==> src/rtl/regfile_scoreboard.sv <==
// regfile_scoreboard: parametrised register file with two combinational read
// ports, one write port, a per-register busy scoreboard for in-flight
// destination writes, and a multi-cycle sequential clear engine.
//
// Optional feature macro: REGFILE_BYPASS_EN
//   When defined, an IDLE write forwards In to any read port addressing DR in
//   the same cycle, and that port's busy reads 0. It does not forward during a
//   sweep.
//
// Ports:
//   Clk, Reset          clock (rising edge) / asynchronous active-low reset
//   LD_REG, DR, In      write enable, destination index, write data
//   SR1, SR2            read indices
//   SR1_Out, SR2_Out    read data (combinational)
//   SR1_Busy, SR2_Busy  busy bits of the read indices (combinational)
//   Issue_Valid/DR      reserve a destination register (sets busy)
//   Issue_Ready         issue can be accepted this cycle (combinational)
//   Busy_Count          registered popcount of busy bits
//   Clear_Req           start a zeroing sweep
//   Clear_Busy          sweep in progress (registered)
//   Clear_Done          one-cycle pulse at sweep end (registered)
module regfile_scoreboard #(
  parameter int unsigned DATA_W   = 16,
  parameter int unsigned NUM_REGS = 8,
  parameter int unsigned ADDR_W   = $clog2(NUM_REGS)
) (
  input  logic              Clk,
  input  logic              Reset,
  input  logic              LD_REG,
  input  logic [ADDR_W-1:0] DR,
  input  logic [DATA_W-1:0] In,
  input  logic [ADDR_W-1:0] SR1,
  input  logic [ADDR_W-1:0] SR2,
  output logic [DATA_W-1:0] SR1_Out,
  output logic [DATA_W-1:0] SR2_Out,
  output logic              SR1_Busy,
  output logic              SR2_Busy,
  input  logic              Issue_Valid,
  input  logic [ADDR_W-1:0] Issue_DR,
  output logic              Issue_Ready,
  output logic [ADDR_W:0]   Busy_Count,
  input  logic              Clear_Req,
  output logic              Clear_Busy,
  output logic              Clear_Done
);

  localparam int unsigned CNT_W = ADDR_W + 1;
  localparam logic [CNT_W-1:0]  NUM_REGS_C = CNT_W'(NUM_REGS);
  localparam logic [ADDR_W-1:0] LAST_IDX   = ADDR_W'(NUM_REGS - 1);

  typedef enum logic [1:0] {
    ST_IDLE  = 2'd0,
    ST_CLEAR = 2'd1,
    ST_DONE  = 2'd2
  } state_e;

  state_e              state_q, state_d;
  logic [ADDR_W-1:0]   ptr_q, ptr_d;
  logic [DATA_W-1:0]   regs_q [NUM_REGS];
  logic [NUM_REGS-1:0] busy_q, busy_d;
  logic [CNT_W-1:0]    cnt_d;

  logic idle_c;
  logic clr_en_c;
  logic wr_en_c;
  logic issue_acc_c;
  logic issue_in_rng_c;
  logic sr1_in_rng_c;
  logic sr2_in_rng_c;

  // Zero-extend before comparing so non-power-of-two depths are bounded.
  function automatic logic in_range(input logic [ADDR_W-1:0] idx);
    return {1'b0, idx} < NUM_REGS_C;
  endfunction

  assign idle_c         = (state_q == ST_IDLE);
  assign clr_en_c       = (state_q == ST_CLEAR);
  assign issue_in_rng_c = in_range(Issue_DR);
  assign sr1_in_rng_c   = in_range(SR1);
  assign sr2_in_rng_c   = in_range(SR2);
  assign wr_en_c        = idle_c && LD_REG && in_range(DR);

  // A write landing on the reserved register this cycle frees it in time.
  assign Issue_Ready = idle_c && (!issue_in_rng_c || !busy_q[Issue_DR] ||
                                  (LD_REG && (DR == Issue_DR)));
  assign issue_acc_c = Issue_Valid && Issue_Ready && issue_in_rng_c;

  // Sweep sequencing: next state and pointer.
  always_comb begin
    state_d = state_q;
    ptr_d   = ptr_q;
    case (state_q)
      ST_IDLE: begin
        if (Clear_Req) begin
          state_d = ST_CLEAR;
          ptr_d   = '0;
        end
      end
      ST_CLEAR: begin
        if (ptr_q == LAST_IDX) begin
          state_d = ST_DONE;
          ptr_d   = '0;
        end else begin
          ptr_d = ptr_q + ADDR_W'(1);
        end
      end
      ST_DONE: state_d = ST_IDLE;
      default: state_d = ST_IDLE;
    endcase
  end

  // State, pointer and sweep status flags.
  always_ff @(posedge Clk or negedge Reset) begin
    if (!Reset) begin
      state_q    <= ST_IDLE;
      ptr_q      <= '0;
      Clear_Busy <= 1'b0;
      Clear_Done <= 1'b0;
    end else begin
      state_q    <= state_d;
      ptr_q      <= ptr_d;
      Clear_Busy <= (state_d == ST_CLEAR);
      Clear_Done <= (state_d == ST_DONE);
    end
  end

  // Next busy vector; issue is applied last so it wins over a same-cycle write.
  always_comb begin
    busy_d = busy_q;
    if (clr_en_c) busy_d[ptr_q] = 1'b0;
    if (wr_en_c) busy_d[DR] = 1'b0;
    if (issue_acc_c) busy_d[Issue_DR] = 1'b1;
    cnt_d = '0;
    for (int i = 0; i < int'(NUM_REGS); i++) begin
      cnt_d = cnt_d + CNT_W'(busy_d[i]);
    end
  end

  // Busy bits and their registered count.
  always_ff @(posedge Clk or negedge Reset) begin
    if (!Reset) begin
      busy_q     <= '0;
      Busy_Count <= '0;
    end else begin
      busy_q     <= busy_d;
      Busy_Count <= cnt_d;
    end
  end

  // Register array: sweep clear or architectural write (mutually exclusive).
  always_ff @(posedge Clk or negedge Reset) begin
    if (!Reset) begin
      for (int i = 0; i < int'(NUM_REGS); i++) begin
        regs_q[i] <= '0;
      end
    end else begin
      if (clr_en_c) regs_q[ptr_q] <= '0;
      if (wr_en_c) regs_q[DR] <= In;
    end
  end

  // Read ports.
`ifdef REGFILE_BYPASS_EN
  logic fwd1_c;
  logic fwd2_c;
  assign fwd1_c = wr_en_c && (DR == SR1);
  assign fwd2_c = wr_en_c && (DR == SR2);

  always_comb begin
    SR1_Out  = '0;
    SR1_Busy = 1'b0;
    SR2_Out  = '0;
    SR2_Busy = 1'b0;
    if (fwd1_c) begin
      SR1_Out = In;
    end else if (sr1_in_rng_c) begin
      SR1_Out  = regs_q[SR1];
      SR1_Busy = busy_q[SR1];
    end
    if (fwd2_c) begin
      SR2_Out = In;
    end else if (sr2_in_rng_c) begin
      SR2_Out  = regs_q[SR2];
      SR2_Busy = busy_q[SR2];
    end
  end
`else
  always_comb begin
    SR1_Out  = '0;
    SR1_Busy = 1'b0;
    SR2_Out  = '0;
    SR2_Busy = 1'b0;
    if (sr1_in_rng_c) begin
      SR1_Out  = regs_q[SR1];
      SR1_Busy = busy_q[SR1];
    end
    if (sr2_in_rng_c) begin
      SR2_Out  = regs_q[SR2];
      SR2_Busy = busy_q[SR2];
    end
  end
`endif

endmodule

==> config.mk <==
export PLATFORM = sky130hd
export DESIGN_NAME = regfile_scoreboard
export DESIGN_NICKNAME = d
export VERILOG_FILES = /design/src/rtl/regfile_scoreboard.sv
export SDC_FILE = /design/constraint.sdc
export NUM_CORES = 1
export LEC_CHECK = 0
export ABC_AREA = 1
export CAP_MARGIN = 0
export CORE_ASPECT_RATIO = 1.2
export CORE_MARGIN = 3
export CORE_UTILIZATION = 50
export DETAILED_ROUTE_END_ITERATION = 10
export HOLD_SLACK_MARGIN = 0.08
export PLACE_DENSITY = 0.71
export SLEW_MARGIN = 0
export SYNTH_ARGS = -nofsm -noshare
export SYNTH_HDL_FRONTEND = slang
export SYNTH_SLANG_ARGS = --single-unit
==> constraint.sdc <==
create_clock -name Clk -period 4.6 [get_ports Clk]
set_input_delay 0.69 -clock Clk [delete_from_list [all_inputs] [get_ports Clk]]
set_output_delay 0.69 -clock Clk [all_outputs]
set_load 0.1 [all_outputs]
After elaboration in Yosys (flattened, before gate mapping) --
Index checks and enable logic that the tools add are counted.
Word-level totals: bits in registers 147, input port bits 33, output and inout port bits 41, logic and storage cells 101
Operators by class: $add $sub $neg 8, magnitude comparators 14, equal/unequal tests 6, mux-type cells 34, bitwise gates (word level) 11, reductions and logical operators 14
Operator list (count):
- 128-bit 2-to-1 mux | 2
- 128-bit AND | 1
- 128-bit bitwise mux | 1
- 128-bit NOT | 1
- 16-bit binary-select mux with 3-bit select | 2
- 16-bit demux with 3-bit select | 2
- 16-bit 2-to-1 mux | 6
- 8-bit 2-to-1 mux | 3
- 3-bit by 4-bit less-than comparator with 1-bit output (second input constant) | 5
- 4-bit by 1-bit adder with 4-bit output | 4
- 8-bit AND | 2
- 4-bit >= comparator (second input constant) | 4
- 3-bit NOT with 4-bit output | 4
- 8-bit NOT | 2
- 1-bit binary-select mux with 3-bit select | 3
- 1-bit demux with 3-bit select | 3
- 3-bit by 1-bit >= comparator with 1-bit output (second input constant) | 3
- 1-bit logical AND | 9
- 4-bit by 1-bit less-than comparator with 1-bit output (second input constant) | 2
- 8-bit OR | 1
- 1-bit 2-to-1 mux | 6
- 3-bit 2-to-1 mux | 2
- 3-bit case mux with 2 select lines | 1
- 3-bit by 1-bit adder with 4-bit output | 1
- 15 further kinds | 17

Longest topological paths before layout --
Gate-level depths: netlist of run 1.
depth in word-level cells 18, gate-level depth with buffers 20

Worst setup path after synthesis of run 1 --
Ideal clock, no wire load.
path type input -> register, start point input Issue_DR[0], end point register Busy_Count[2], arrival 3.992 ns, data required time 4.477 ns, setup slack 0.485 ns, stages on the path 20, buffers on the path 2, cell sequence buf_2 inv_2 nand2_1 nand3_1 nand2_1 nor2_1 nand2_1 nand2_1 buf_4 nand3_1 nand2_1 inv_1 fa_1 fa_1 fa_1 inv_1 ha_1 inv_1 fa_1 xnor2_1
Between the ends: longest elaborated chain between the ends 14, elaborated cells between the ends (all ways) 22, classes of those cells 7 x add/sub; 2 x order compare; 1 x eq/ne; 5 x mux; 1 x bitwise; 6 x reduce/logical
RTL lines:
- start, declared | RTL line 39 | input logic [ADDR_W-1:0] Issue_DR,
- 1-bit binary-select mux with 3-bit select | RTL line 84 | assign Issue_Ready = idle_c && (!issue_in_rng_c || !busy_q[Issue_DR] ||
- 1-bit 2-to-1 mux (implied by the code) | RTL line 84
- 1-bit zero test | RTL line 84
- 1-bit logical OR * | RTL line 84
- 1-bit logical AND * | RTL line 84
- named net Issue_Ready | RTL line 40 | output logic Issue_Ready,
- 1-bit logical AND * | RTL line 86 | assign issue_acc_c = Issue_Valid && Issue_Ready && issue_in_rng_c;
- 8-bit 2-to-1 mux * | RTL line 132 | if (issue_acc_c) busy_d[Issue_DR] = 1'b1;
- named net busy_d[1] | RTL line 60 | logic [NUM_REGS-1:0] busy_q, busy_d;
- 1-bit by 1-bit adder with 2-bit output * | RTL line 135 | cnt_d = cnt_d + CNT_W'(busy_d[i]);
- 2-bit by 1-bit adder with 3-bit output * | RTL line 135
- 3-bit by 1-bit adder with 4-bit output * | RTL line 135
- 4-bit by 1-bit adder with 4-bit output * (4 in series) | RTL line 135
- named net cnt_d[2] | RTL line 61 | logic [CNT_W-1:0] cnt_d;
- end signal, assigned | RTL line 146 | Busy_Count <= cnt_d;
- end, declared | RTL line 41 | output logic [ADDR_W:0] Busy_Count,
Mark *: on every way through the listed nets, which the timed path passes. The rest lies on a longest branch. The select of a mux whose other input is x is not followed. A chain may end at the register's enable or synchronous reset.

Worst setup path after layout of run 1 --
start point input Issue_DR[0], end point register Busy_Count[1]
Between the ends: longest elaborated chain between the ends 14, elaborated cells between the ends (all ways) 22, classes of those cells 7 x add/sub; 2 x order compare; 1 x eq/ne; 5 x mux; 1 x bitwise; 6 x reduce/logical
RTL lines (RTL line):
- branches (longest 6 deep; another with 3-bit by 4-bit less-than comparator with 1-bit output)
- 8-bit 2-to-1 mux * | 132
- named net busy_d[1] | 60
- 1-bit by 1-bit adder with 2-bit output * | 135
- 2-bit by 1-bit adder with 3-bit output * | 135
- 3-bit by 1-bit adder with 4-bit output * | 135
- 4-bit by 1-bit adder with 4-bit output * (4 in series) | 135
- named net cnt_d[1] | 61
Mark *: on every way through the listed nets, which the timed path passes. The select of a mux whose other input is x is not followed.

==> results of run 1 <==
[sequential cells by signal, summed over array words and instances (netlist names)]
register / flops
state_q: 2
Busy_Count: 4
ptr_q: 3
busy_q: 8
regs_q: 128
Clear_Busy: 1
Clear_Done: 1
[layout make-up]
class,count,area [um2]
inverter,116,438
timing repair buffer,104,870
multi-input combinational,786,4070
sequential,147,3680
fill,1551,6650
tap,212,265
clock buffer,20,467
clock inverter,9,82.6
[report_power, final]
group          internal (mW)  switching (mW)
clock                  0.776           0.540
sequential              1.77           0.310
combinational          0.770            1.83
total                   3.31            2.68
[metal layers]
layer,vias to the layer above,GRT usage,wire length (um)
met5,-,0.0187,50
met4,2,0.129,892
met3,71,0.0607,2360
met2,446,0.476,13100
met1,4001,0.397,11300
li1,3963,-,-
[kinds of logic after synthesis]
kind of cell | synth area share
compound gates | 0.269
xor+xnor | 0.00102
fa+ha+maj | 0.0166
buf+inv | 0.0960
flops | 0.429
simple gates | 0.188
[worst paths after layout]
check	cells after the start	slack (ns)	endpoint
max	19	0.49	Busy_Count[1]$_DFF_PN0_
min	1	0.29	state_q[1]$_DFF_PN0_
max reg2reg	18	0.93	Busy_Count[1]$_DFF_PN0_
min reg2reg	2	0.52	regs_q[73]$_DFF_PN0_
max in group asynchronous	2	3.29	regs_q[42]$_DFF_PN0_
min in group Clk	2	0.52	regs_q[73]$_DFF_PN0_
[worst register-to-register path, delay by kind of cell, from the launching register on]
family,cells,cell delay (ns)
compound gates,1,0.12
simple gates,6,0.59
fa+ha+maj,5,2.07
flops,1,0.41
buf+inv,6,0.38
[layout by cell type, fill, tap and decap left out, drive strengths merged]
cell type      instances
a21oi                 73
clkdlybuf4s50         33
nand4                  2
o21ai                268
o311ai                17
ha                     5
a31oi                 34
nor2                  97
clkbuf                20
nor3                   3
fa                     4
clkinv                 9
dfrtp                147
o211ai                32
nand3b                18
xnor2                  1
inv                  113
clkinvlp               2
buf                   71
nand3                 84
nand2                148
bufinv                 1
[Yosys cell counts (all sizes together) (4+ instances only)]
cell type	number	share of area
o21ai	268	0.16
a31oi	34	0.025
o211ai	32	0.028
ha	5	0.0073
clkbuf	60	0.026
fa	4	0.0093
buf	24	0.019
inv	112	0.049
nand2	148	0.067
o311ai	17	0.017
a21oi	73	0.043
nor2	97	0.046
nand3	84	0.051
dfrtp	147	0.43
nand3b	18	0.016
clkinv	4	0.0018
[metrics by stage]
stage / std cells / power, mW / hold WS, ns / setup WS [ns]
final: 1394 / 5.99 / 0.290 / 0.487
after global routing: 1394 / 6.38 / 0.340 / 0.269
after CTS: 1394 / 5.99 / 0.327 / 0.484
after detailed placement: 1365 / 4.66 / 0.502 / 0.0505
after global placement: 1365 / 4.60 / 0.499 / 0.118
after floorplan: 1133 / 3.98 / 0.394 / 0.485
==> impl_metrics.ini, run 1 <==
[outcome]
status = finished clean

[clock_tree]
htreeDepth = 4
cts_buffer_depth = 2
path_clk_slew_ns = 0.06
cts_tree = yes
cts_resized = 0
postCtsSetupBuffers = 0
hold_buffers = 0
clock_sinks = 147
root_buffer = clkbuf_16
cts_buffers = 17
clk_latency_ns = 0.42

[synthesis]
synth-edff-count = 0
synth_fp_nets = 1175
avgSynthCellArea_um2 = 7.57
yosys_register_bits = 147
synthArstFlopShare = 1.00
ys_types = 32
synth-main-ff-cell = dfrtp_1
synthCells = 1133
synth.cell_area_um2 = 8570
ys_seq_area_frac = 0.429
yosys_warnings = 0

[worst_setup_path]
critPathArrivalTime_ns = 4.43
criticalPathCategory = input pin to register
rr_startpoint = state_q[1]$_DFF_PN0_
slowest_stage = fa_1
cpPeakStageDelay_ns = 0.56
cp_max_fo = 9
path_delay_family = adder cells
startpoint = Issue_DR[0]
path_cells = clkdlybuf4s50_1, inv_2, nand2_1, nand3_1, nand2_1, nor2_1, nand2_1, nand2_1, nand3_1, nand2_1, inv_1, fa_1, fa_1, fa_1, inv_1, ha_1, inv_1, fa_1, inv_1
crit_buf_inv = 6
cp_common_cell = nand2_1
cp.required_ns = 4.92
critPathLaunchType = input pin
worstSetupEndpointType = register

[floorplan]
core_um2 = 16500
ios = 74
die_height_um = 149
die_area_um2 = 18800
start_util = 0.519
rows = 51
dieWidth_um = 126

[global_routing]
grt_max_degree = 85
grt_use_total = 0.299
grt_pass1_vias = 8133
grt_overflow = 0
grt_pass1_wl_um = 44000
antenna_found_initial = 0

[timing]
fin_crit_sh = 0.894
finalSetupTns_ns = 0
setup_violations = 0
worstMarginPinSlew_ns = 1.10
finalCriticalPeriod_ns = 4.11
worst_clock_skew_ns = 0.00670
max_slew_margin = 0.268
hold_viol = 0
rsz0062_at_grt = no
drv_slew = 0
fmax_mhz = 243

[power_and_ir_drop]
powerDensity_nw_per_um2 = 607
ir_drop_mv = 0.510
power.leakage_nw = 4.39

[placement]
dpl-instance-area_um2 = 9320
port_buffers = 73
globalplace.congestion = 0.884
detailed_place_hpwl_um = 16600

[run]
drv_cap = 0

[drt]
drc = 0
drtPass1Iterations = 6
avgViaCountPerCell = 6.09
ant_nets = 0
vias = 8483
drt-initial-drc-count = 977
wire_per_inst_um = 19.9
totalWireLength_um = 27700

[layout]
nNetsFinal = 1214
area_growth_pct = 15.1
fin_area_um2 = 9870
n_antenna_cell = 0
fin_util = 0.597
drive_above_1_share = 0.107

[hold_path]
hold_class = input pin to async pin
Note: power is estimated with default switching activity, not from simulation.
==> run 2, diff against run 1 <==
==> constraint.sdc (replaced) <==
create_clock -name Clk -period 4.6 [get_ports Clk]
set_input_delay 0.92 -clock Clk [delete_from_list [all_inputs] [get_ports Clk]]
set_output_delay 0.92 -clock Clk [all_outputs]
set_load 0.1 [all_outputs]
==> impl_metrics.ini, run 2 (same netlist as run 1, synthesis figures left out) <==
[placement]
port_buffers = 73
dpl-instance-area_um2 = 9800
globalplace.congestion = 0.893
post-place-ws_ns = -0.118
detailed_place_hpwl_um = 17000

[drt]
drt-initial-drc-count = 1017
drc = 0
totalWireLength_um = 27600
avgViaCountPerCell = 6.09
ant_nets = 0
wire_per_inst_um = 19.7
vias = 8550
drtPass1Iterations = 5

[clock_tree]
path_clk_slew_ns = 0.06
hold_buffers = 0
clk_latency_ns = 0.43
cts_resized = 0
clock_sinks = 147
htreeDepth = 4
cts_tree = yes
cts_buffer_depth = 2
root_buffer = clkbuf_16
cts_buffers = 17
postCtsSetupBuffers = 0

[layout]
largest_reg_flops = 128
drive_above_1_share = 0.113
top_regs = regs_q (128), busy_q (8), Busy_Count (4)
nFillCells = 1440
register_area_um2 = 3680
fin_area_um2 = 10400
area_growth_pct = 21.5
layout_common_cells = 226 x o21ai_0, 147 x dfrtp_1, 143 x nand2_1
multiInputGateArea_um2 = 4070
nNetsFinal = 1221
mostFrequentLayoutCell = o21ai_0
regMostFlops = regs_q
n_antenna_cell = 0

[worst_setup_path]
crit_buf_inv = 7
cp.required_ns = 4.93
reg2reg_depth = 16
critPathLaunchType = input pin
path_cells = clkdlybuf4s50_1, buf_4, nor2_1, nand3b_1, nand2_1, inv_1, nand2_1, nand2_1, nand3_1, nand2_1, inv_1, fa_1, fa_1, fa_1, inv_1, ha_1, inv_1, fa_1, inv_1
cp_max_fo = 6
path_depth = 19
slowest_stage = clkdlybuf4s50_1
worstSetupEndpointType = register
criticalPathCategory = input pin to register
path_delay_family = adder cells
cpPeakStageDelay_ns = 0.53
cp_common_cell = inv_1
critPathArrivalTime_ns = 4.59

[power_and_ir_drop]
power_mw = 6.33
switchingPower_mw = 2.74
clockPowerShare = 0.230
ir_drop_mv = 0.529
seq_power_share = 0.328
powerDensity_nw_per_um2 = 608
p_int_mw = 3.59
power.leakage_nw = 4.59
swShare = 0.433
p_comb_frac = 0.441

[timing]
finalCriticalPeriod_ns = 4.26
hold_viol = 0
setup_violations = 0
drv_slew = 0
worstMarginPinSlew_ns = 1.13
finalSetupTns_ns = 0
fin_crit_sh = 0.926
worst_clock_skew_ns = 0.00887
fin_ws_ns = 0.341
max_slew_margin = 0.248
fmax_mhz = 235
rsz0062_at_grt = no
hold_ws_ns = 0.513

[global_routing]
antenna_found_initial = 0
grt_use_total = 0.299
grt_overflow = 0
grt_pass1_vias = 7955
grt_max_degree = 85
grt_pass1_wl_um = 43900

[floorplan]
die_height_um = 149
core_um2 = 16500
die_area_um2 = 18800
start_util = 0.519
dieWidth_um = 126
ios = 74
rows = 51

[outcome]
status = finished clean

[run]
drv_cap = 0

[hold_path]
hold_class = input pin to async pin
run 2: power groups by stage:
stage          Combinational, mW  Clock (mW)  Sequential [mW]
6_report                    2.80        1.46             2.08
4_1_cts                     2.80        1.46             2.07
5_1_grt                     3.06        1.52             2.13
3_3_place_gp                2.73           0             2.07
3_5_place_dp                2.78           0             2.09
2_1_floorplan               1.86           0             2.11
run 2: area by class of cell:
type,count,area share
clock buffer,20,0.0448
clock inverter,11,0.0144
inverter,116,0.0420
multi-input combinational,786,0.391
sequential,147,0.353
tap,212,0.0255
timing repair buffer,111,0.129
run 2: layer usage:
metal	wire [um]	global-route usage
met5	0	0
met4	1100	0.134
met3	2430	0.0489
met2	13200	0.505
met1	10900	0.381
run 2: through the flow:
| stage | utilization | instances |
|---|---|---|
| final | 0.630 | 1403 |
| after global routing | 0.630 | 1403 |
| after CTS | 0.630 | 1403 |
| after detailed placement | 0.593 | 1372 |
| after global placement | 0.593 | 1372 |
| after floorplan | - | 1133 |
run 2: worst paths after layout:
path,from,end,slack [ns]
max in group asynchronous,Reset,regs_q[29]$_DFF_PN0_,3.12
min reg2reg,regs_q[73]$_DFF_PN0_,regs_q[73]$_DFF_PN0_,0.52
max,Issue_DR[0],Busy_Count[1]$_DFF_PN0_,0.34
min,Reset,Clear_Done$_DFF_PN0_,0.51
max reg2reg,ptr_q[1]$_DFFE_PN0P_,Busy_Count[1]$_DFF_PN0_,0.71
min in group Clk,regs_q[73]$_DFF_PN0_,regs_q[73]$_DFF_PN0_,0.52
==> run 3, diff against run 2 <==
CAP_MARGIN = not set   (was 0)
REMOVE_ABC_BUFFERS = 1   (was not set)
==> impl_metrics.ini, run 3 (same netlist as run 1, synthesis figures left out) <==
[timing]
finalSetupTns_ns = 0
rsz0062_at_grt = no
setup_violations = 0
worst_clock_skew_ns = 0.00496
fin_ws_ns = 0.345
worstMarginPinSlew_ns = 1.14
fin_crit_sh = 0.925
fmax_mhz = 235
finalCriticalPeriod_ns = 4.26
max_slew_margin = 0.238
drv_slew = 0
hold_viol = 0

[global_routing]
grt_max_degree = 100
grt_use_total = 0.284
grt_overflow = 0
antenna_found_initial = 0
grt_pass1_wl_um = 42400
grt_pass1_vias = 8076

[layout]
drive_above_1_share = 0.113
layout_common_cells = 226 x o21ai_0, 147 x dfrtp_1, 143 x nand2_1
regMostFlops = regs_q
mostFrequentLayoutCell = o21ai_0
nFillCells = 1478
top_regs = regs_q (128), busy_q (8), Busy_Count (4)
largest_reg_flops = 128
n_antenna_cell = 0
nNetsFinal = 1221
area_growth_pct = 21.1

[drt]
drt-initial-drc-count = 898
totalWireLength_um = 26000
drtPass1Iterations = 8
drc = 0
ant_nets = 0
vias = 8373
wire_per_inst_um = 18.5
avgViaCountPerCell = 5.97

[clock_tree]
htreeDepth = 4
path_clk_slew_ns = 0.06
cts_buffer_depth = 2
cts_tree = yes
postCtsSetupBuffers = 0
clock_sinks = 147
cts_buffers = 17
clk_latency_ns = 0.43
hold_buffers = 0
cts_resized = 0
root_buffer = clkbuf_16

[power_and_ir_drop]
power_mw = 6.17
p_int_mw = 3.49
seq_power_share = 0.338
ir_drop_mv = 0.455
swShare = 0.435
p_comb_frac = 0.449
powerDensity_nw_per_um2 = 594
power.leakage_nw = 4.58
clockPowerShare = 0.213
switchingPower_mw = 2.68

[floorplan]
die_area_um2 = 18800
rows = 51
die_height_um = 149
core_um2 = 16500
ios = 74
dieWidth_um = 126
start_util = 0.519

[hold_path]
hold_class = register to register
hold_depth = 2

[worst_setup_path]
cp.required_ns = 4.93
reg2reg_depth = 18
worstSetupEndpointType = register
cp_max_fo = 7
critPathLaunchType = input pin
criticalPathCategory = input pin to register
critPathArrivalTime_ns = 4.58

[placement]
detailed_place_hpwl_um = 15700
post-place-ws_ns = -0.108
port_buffers = 73
globalplace.congestion = 0.867

[run]
drv_cap = 0

[outcome]
status = finished clean
## run 3: worst paths after layout
path                                 startpoint                 endpoint  slack (ns)
max                                 Issue_DR[0]  Busy_Count[1]$_DFF_PN0_        0.34
min                        regs_q[74]$_DFF_PN0_     regs_q[74]$_DFF_PN0_        0.51
max reg2reg                state_q[1]$_DFF_PN0_  Busy_Count[1]$_DFF_PN0_        0.89
min reg2reg                regs_q[74]$_DFF_PN0_     regs_q[74]$_DFF_PN0_        0.51
max in group asynchronous                 Reset     regs_q[32]$_DFF_PN0_        3.25
min in group asynchronous                 Reset    regs_q[119]$_DFF_PN0_        0.59
## run 3: layer usage
layer / track usage / up-vias / part of all wire / routed length (um)
met5: 0 / - / 0 / 0
met4: 0.119 / 0 / 0.037 / 971
met3: 0.0475 / 75 / 0.074 / 1910
met2: 0.461 / 369 / 0.47 / 12200
met1: 0.381 / 3945 / 0.42 / 10800
li1: - / 3984 / - / -
## run 3: power by group through the flow
| stage | clock network, mW | logic [mW] | registers [mW] |
|---|---|---|---|
| after floorplan | 0 | 1.76 | 2.13 |
| after global placement | 0 | 2.69 | 2.08 |
| after detailed placement | 0 | 2.76 | 2.09 |
| after CTS | 1.32 | 2.77 | 2.08 |
| after global routing | 1.39 | 3.06 | 2.14 |
| final | 1.31 | 2.77 | 2.09 |
## run 3: per-stage QoR
stage / instances / utilization / hold WS (ns) / area [um2]
3_3_place_gp: 1372 / 0.595 / 0.495 / 9830
2_1_floorplan: 1049 / - / 0.480 / 8190
4_1_cts: 1403 / 0.628 / 0.517 / 10400
6_report: 1403 / 0.628 / 0.514 / 10400
5_1_grt: 1403 / 0.628 / 0.544 / 10400
3_5_place_dp: 1372 / 0.595 / 0.501 / 9830
## run 3: cell type report
class / count / area (um2) / area share
multi-input cells: 786 / 4070 / 0.392
flip-flops and latches: 147 / 3680 / 0.354
repair buffers: 111 / 1370 / 0.132
clock buffers: 21 / 470 / 0.0453
inverters: 116 / 438 / 0.0422
well taps: 212 / 265 / 0.0256
clock inverters: 10 / 83.8 / 0.00808
## run 3: worst max-delay path: stages
cell             delay, ns
clkdlybuf4s50_1       0.59
inv_2                 0.10
nor2_1                0.09
nor2_1                0.05
nor2_1                0.09
nand2_1               0.05
nand2_1               0.20
nand3_1               0.11
nand2_1               0.10
inv_1                 0.06
fa_1                  0.55
fa_1                  0.42
fa_1                  0.44
inv_1                 0.07
ha_1                  0.16
inv_1                 0.06
fa_1                  0.47
inv_1                 0.04
